`config.mk`:
```
export PLATFORM = sky130hd
export DESIGN_NAME = aes_round_sequencer
export DESIGN_NICKNAME = d
export VERILOG_FILES = /design/src/rtl/aes_round_sequencer.sv
export SDC_FILE = /design/constraint.sdc
export NUM_CORES = 1
export LEC_CHECK = 0
export CORE_AREA = 5 5 42 44
export DETAILED_ROUTE_END_ITERATION = 10
export DIE_AREA = 0 0 47 49
export GPL_TIMING_DRIVEN = 1
export PLACE_DENSITY = 0.67
export SKIP_CTS_REPAIR_TIMING = 1
export SYNTH_ARGS = -nofsm -noshare
export SYNTH_HDL_FRONTEND = slang
export SYNTH_SLANG_ARGS = --single-unit
```
`constraint.sdc`:
```
create_clock -name inClk -period 1.3 [get_ports inClk]
set_input_delay 0.195 -clock inClk [delete_from_list [all_inputs] [get_ports inClk]]
set_output_delay 0.195 -clock inClk [all_outputs]
set_load 0.01 [all_outputs]
```
`src/rtl/aes_round_sequencer.sv`:
```
// aes_round_sequencer: steps the AES round counter for 10/12/14-round keys and
// generates the round-register and output-register write enables for enc/dec.
module aes_round_sequencer #(
  parameter int MAX_ROUNDS    = 14,
  parameter int CNT_W         = 4,
  parameter bit ALLOW_OVERLAP = 1'b1
) (
  input  logic             inClk,
  input  logic             inRst,
  input  logic             inAesMode,
  input  logic [1:0]       inKeyLen,
  input  logic             inExtDataWr,
  output logic             outReady,
  output logic [CNT_W-1:0] outRound,
  output logic             outIntRoundRegExtEncWr,
  output logic             outIntRoundRegExtDecWr,
  output logic             outIntRoundRegIntEncWr,
  output logic             outIntRoundRegIntDecWr,
  output logic             outIntDataOutRegEncWr,
  output logic             outIntDataOutRegDecWr,
  output logic             outBusy,
  output logic             outDone
);

  typedef enum logic {IDLE = 1'b0, RUN = 1'b1} seqState_t;

  localparam int               RESET_LAST_INT = (MAX_ROUNDS < 32'sd14) ? MAX_ROUNDS : 32'sd14;
  localparam logic [CNT_W-1:0] CNT_ZERO       = {CNT_W{1'b0}};
  localparam logic [CNT_W-1:0] CNT_ONE        = CNT_W'(32'sd1);
  localparam logic [CNT_W-1:0] RESET_LAST     = CNT_W'(RESET_LAST_INT);

  // Reserved key length 11 runs as AES-256; the result is clamped to MAX_ROUNDS.
  function automatic logic [CNT_W-1:0] roundsFor(input logic [1:0] keyLen);
    int n;
    case (keyLen)
      2'b00:   n = 32'sd10;
      2'b01:   n = 32'sd12;
      default: n = 32'sd14;
    endcase
    return (n > MAX_ROUNDS) ? CNT_W'(MAX_ROUNDS) : CNT_W'(n);
  endfunction

  logic [CNT_W-1:0] regCnt;
  logic [CNT_W-1:0] regLast;
  logic             regMode;
  logic             regDone;
  logic [CNT_W-1:0] nxtCnt;
  logic [CNT_W-1:0] nxtLast;
  logic             nxtMode;
  seqState_t        curState;
  logic             lastRound;
  logic             accept;
  logic             dataOutEnc;
  logic             dataOutDec;

  // Next-state decode: acceptance wins over the normal advance/return to idle.
  always_comb begin
    curState  = (regCnt == CNT_ZERO) ? IDLE : RUN;
    lastRound = (curState == RUN) && (regCnt == regLast);
    outReady  = (curState == IDLE) || (ALLOW_OVERLAP && lastRound);
    accept    = inExtDataWr && outReady;
    nxtCnt    = regCnt;
    nxtLast   = regLast;
    nxtMode   = regMode;
    if (accept) begin
      nxtCnt  = CNT_ONE;
      nxtLast = roundsFor(inKeyLen);
      nxtMode = inAesMode;
    end else begin
      case (curState)
        IDLE:    nxtCnt = CNT_ZERO;
        RUN:     nxtCnt = lastRound ? CNT_ZERO : (regCnt + CNT_ONE);
        default: nxtCnt = CNT_ZERO;
      endcase
    end
  end

  assign dataOutEnc = lastRound & ~regMode;
  assign dataOutDec = lastRound &  regMode;

  // Round counter, latched mode/length and the registered done pulse.
  always_ff @(posedge inClk) begin
    if (inRst) begin
      regCnt  <= CNT_ZERO;
      regLast <= RESET_LAST;
      regMode <= 1'b0;
      regDone <= 1'b0;
    end else begin
      regCnt  <= nxtCnt;
      regLast <= nxtLast;
      regMode <= nxtMode;
      regDone <= dataOutEnc | dataOutDec;
    end
  end

  // Ext strobes use the live mode so a new block can load during an overlap cycle.
  assign outIntRoundRegExtEncWr = accept & ~inAesMode;
  assign outIntRoundRegExtDecWr = accept &  inAesMode;
  assign outIntRoundRegIntEncWr = (curState == RUN) & ~regMode;
  assign outIntRoundRegIntDecWr = (curState == RUN) &  regMode;
  assign outIntDataOutRegEncWr  = dataOutEnc;
  assign outIntDataOutRegDecWr  = dataOutDec;
  assign outRound               = regCnt;
  assign outBusy                = (curState == RUN);
  assign outDone                = regDone;

endmodule
```
; ---- Word level (Yosys, flattened, before mapping)
; Index checks and enable logic that the tools add are counted.
[totals]
reg_bits = 10
word_cells = 31
[op_classes]
add_sub_neg = 1
n_lt_le_gt_ge = 1
n_eq_ne = 2
muxes = 7
bitwise = 9
reduce_logical = 6
[op_table]
columns = op, n
row1 = 32-bit by 5-bit greater-than comparator with 1-bit output (second input constant), 1
row2 = 32-bit 2-to-1 mux, 1
row3 = 4-bit 2-to-1 mux, 2
row4 = 4-bit one-hot mux with 2 select lines, 1
row5 = 1-bit AND, 6
row6 = 3-bit one-hot mux with 2 select lines, 1
row7 = 4-bit by 1-bit adder with 4-bit output (second input constant), 1
row8 = 4-bit == test, 1
row9 = 4-bit zero test, 1
row10 = 2-bit by 1-bit == test with 1-bit output (second input constant), 1
row11 = 1-bit logical AND, 2
row12 = 2-bit zero test, 1
row13 = 1-bit 2-to-1 mux, 2
row14 = 1-bit inverter, 2
row15 = 2-bit OR reduction, 1
row16 = 1-bit logical OR, 1
row17 = 1-bit OR, 1

; ---- Depth between registers and ports, before layout
[depth]
depth_word = 8
depth_mapped = 5
ltp_nobuf = 5

; ---- Worst setup path before layout
; OpenSTA, ideal clock, no wires.
[synth_path]
path_kind = reg-to-output
startpoint = register regCnt[0] (netlist: outRound[0])
endpoint = output outIntDataOutRegDecWr
arrival_ns = 1.361
t_required_ns = 1.105
path_slack_ns = -0.256
stages_incl_launch_ff = 6
path_buffers = 0
path_cell_list = dfxtp_1 -> inv_1 -> ha_1 -> nor3b_2 -> nor2b_1 -> nor2b_1
[synth_between]
elab_chain_len = 4
elab_cells_between_ends = 5
[synth_lines]
columns = element, line_no
row1 = from (decl), 43  ; logic [CNT_W-1:0] regCnt;
row2 = from (signal assigned), 89  ; regCnt <= nxtCnt;
row3 = 4-bit zero test, 58  ; curState = (regCnt == CNT_ZERO) ? IDLE : RUN;
row4 = 1-bit 2-to-1 mux, 58
row5 = 1-bit logical AND (*), 59  ; lastRound = (curState == RUN) && (regCnt == regLast);
row6 = 1-bit AND (*), 79  ; assign dataOutDec = lastRound & regMode;
row7 = to (decl), 20  ; output logic outIntDataOutRegDecWr,
; Mark *: on every way between the ends. The rest lies on a longest branch, timed or not.

; ---- Worst setup path after layout
[layout_path]
startpoint = register regCnt[1] (netlist: outRound[1])
endpoint = output outIntDataOutRegDecWr
; The elaborated chain is that of the path after synthesis.

==> results.py <==
metrics = {
    "pwr": {
        "p_comb_share_pct": 35.9,
        "pwr-share-clk_pct": 26.5,
        "intPower_uw": 512,
        "p_leak_nw": 0.484,
        "swShare_pct": 28.0,
        "p_switching_uw": 200,
        "p_seq_share_pct": 37.5,
        "ir_worst_vdd_mv": 0.645,
        "total_power_uw": 712,
        "power_density_nw_per_um2": 792,
    },
    "worst_hold_path": {
        "hold_path_end": "regLast[2]",
        "hold_class": "reg -> reg",
        "hold_start": "regLast[2]",
        "min_path_cells": 2,
    },
    "drt": {
        "ant_nets": 0,
        "via_per_inst": 4.62,
        "drc": 0,
        "drt_iter0_drc": 6,
        "wirelength_um": 1190,
        "first_pass_iters": 2,
        "via_count": 480,
        "wire_per_inst_um": 11.4,
    },
    "timing": {
        "setup_viol": 16,
        "fin_crit_sh_pct": 130,
        "finalClockSkew_ns": 0.00151,
        "period_needed_ns": 1.68,
        "tightest_slew_ns": 0.306,
        "hold_violations": 0,
        "clock.fmax_ghz": 0.594,
        "rsz0062_at_grt": "true",
        "relSlewSlack_pct": 79.6,
        "report.final.slew_viol_count": 0,
        "setup_ws_ns": -0.384,
    },
    "synthesis": {
        "synth-seq-cells": 8,
        "synth_cell_types": 21,
        "syn-num-nets": 55,
        "synthTopCellsByArea": "dfxtp_1 (37%), mux2i_1 (6.9%), a32oi_4 (6.3%)",
        "ys_warn_count": 0,
        "synth_top_area_cell": "dfxtp_1",
        "yosysTopAreaCellShare_pct": 36.7,
        "avgSynthCellArea_sq_um": 9.29,
        "ys_seq_area_share_pct": 36.7,
        "synth_area_sq_um": 437,
        "synthCells": 47,
    },
    "clocking": {
        "clock-sinks": 8,
        "cts.htree.levels": 1,
        "root_buffer": "clkbuf_4",
        "cts_tree": "done",
        "clk_latency_ns": 0.25,
        "cts_buffers": 3,
        "ctsLongestPathBuffers": 2,
        "clk_pin_slew_ns": 0.05,
    },
    "final_layout": {
        "final_cell_mix": "buf_4 (17), clkdlybuf4s50_1 (6), buf_6 (6)",
        "design_area_sq_um": 898,
        "area_growth_pct": 106,
        "layout.nets": 98,
        "n_antenna_cell": 0,
        "mostFrequentLayoutCell": "buf_4",
        "fillerInstances": 131,
        "drive_gt1_share_pct": 56.8,
    },
    "placement": {
        "gp_congestion": 0.670,
        "place_area_sq_um": 801,
        "dpl.hpwl_um": 942,
        "portBuffers": 18,
    },
    "global_route": {
        "grt_pass1_wl_um": 1980,
        "track_usage_pct": 12.1,
        "gr-total-overflow": 0,
        "antenna_found_initial": 0,
        "grt_max_degree": 8,
        "grt_pass1_vias": 465,
    },
    "worst_setup_path": {
        "r2r-end": "regMode",
        "end_kind": "primary output",
        "arrival_ns": 1.49,
        "worstRegToRegCells": 7,
        "crit_type": "reg -> out",
        "reg2reg_from": "outRound[1]",
        "cp-start-kind": "register",
        "crit_fanout": 5,
        "reg2reg_slack_ns": -0.17,
        "required_ns": 1.11,
    },
    "die": {
        "die_h_um": 49,
        "core_area_sq_um": 1400,
        "die_area_sq_um": 2300,
        "num_rows": 14,
        "pin_count": 19,
        "start_util_pct": 31.2,
        "die_w_um": 47,
    },
    "run_status": {
        "status": "complete, but fails checks",
        "violations": "negative setup slack",
    },
    "job": {
        "maxCapViolCount": 0,
    },
}
## worst max-delay path by stage
stage                     start                      to
detailed placement  inExtDataWr  outIntRoundRegExtEncWr
floorplan           outRound[1]  outIntRoundRegExtDecWr
finish              outRound[1]   outIntDataOutRegDecWr
CTS                 outRound[0]  outIntRoundRegExtEncWr
global route        outRound[0]  outIntRoundRegExtEncWr
global placement    inExtDataWr  outIntRoundRegExtEncWr
## power groups by stage
stage	logic, mW	clock network [mW]	registers, mW
CTS	0.227	0.196	0.265
detailed placement	0.227	0	0.270
floorplan	0.0911	0	0.277
finish	0.256	0.189	0.267
global route	0.282	0.215	0.269
global placement	0.224	0	0.270
## kinds of logic after synthesis
logic type / Yosys count / synth area share [%]
and+or+nand+nor: 22 / 28.7
DFF: 8 / 36.7
buffers and inverters: 5 / 4.30
xor gates and xnor gates: 4 / 8.02
AOI/OAI and AO/OA: 3 / 9.74
muxes: 3 / 6.88
adders and majority gates: 2 / 5.73
## cell usage after synthesis
master	instances
nand2b_1	2
nor3b_2	1
nand3_1	1
xor2_1	1
a21oi_1	1
buf_1	1
and3b_1	1
nor2_1	6
nor3b_1	1
nor3_1	3
dfxtp_1	8
and3_1	3
a32oi_4	1
a311o_1	1
inv_1	4
nand4_1	1
nor2b_1	2
mux2i_1	3
nand2_1	1
xnor2_1	3
ha_1	2
## per-layer routing
metal / global-route usage [%] / vias up / share of wire (%)
met3: 6.64 / 2 / 5.8
met2: 20.1 / 9 / 55
met4: 4.15 / 0 / 1.3
met1: 12.2 / 225 / 38
met5: 0 / - / 0
li1: - / 244 / -
## cell type report
type	count	area [sq um]	area share, %
multi-input combinational	34	340	37.9
clock buffer	3	22.5	2.51
timing repair buffer	39	335	37.3
sequential	8	165	18.4
inverter	4	15.0	1.67
tap	16	20.0	2.23
## stage by stage
stage	setup TNS, ns	util [%]	setup slack [ns]	hold slack, ns	std cells
6_report	-3.37	64.1	-0.384	0.549	104
5_1_grt	-4.70	64.1	-0.469	0.605	104
4_1_cts	-6.73	58.8	-0.739	0.554	100
3_5_place_dp	-4.49	57.1	-0.532	0.547	97
3_3_place_gp	-4.34	57.1	-0.512	0.541	97
2_1_floorplan	-0.337	-	-0.0696	0.347	47
## critical path: stages (launching register included)
cell     delay, ns
dfxtp_2       0.33
inv_2         0.07
ha_4          0.12
nor3b_4       0.28
buf_4         0.18
nor2b_4       0.04
nor2b_4       0.12
buf_6         0.11
## state kept, by name (all words and copies together), names as in the netlist
register,flops
outDone,1
regMode,1
outRound,4
regLast,2
No activity file was read; power rests on OpenSTA's default activity.
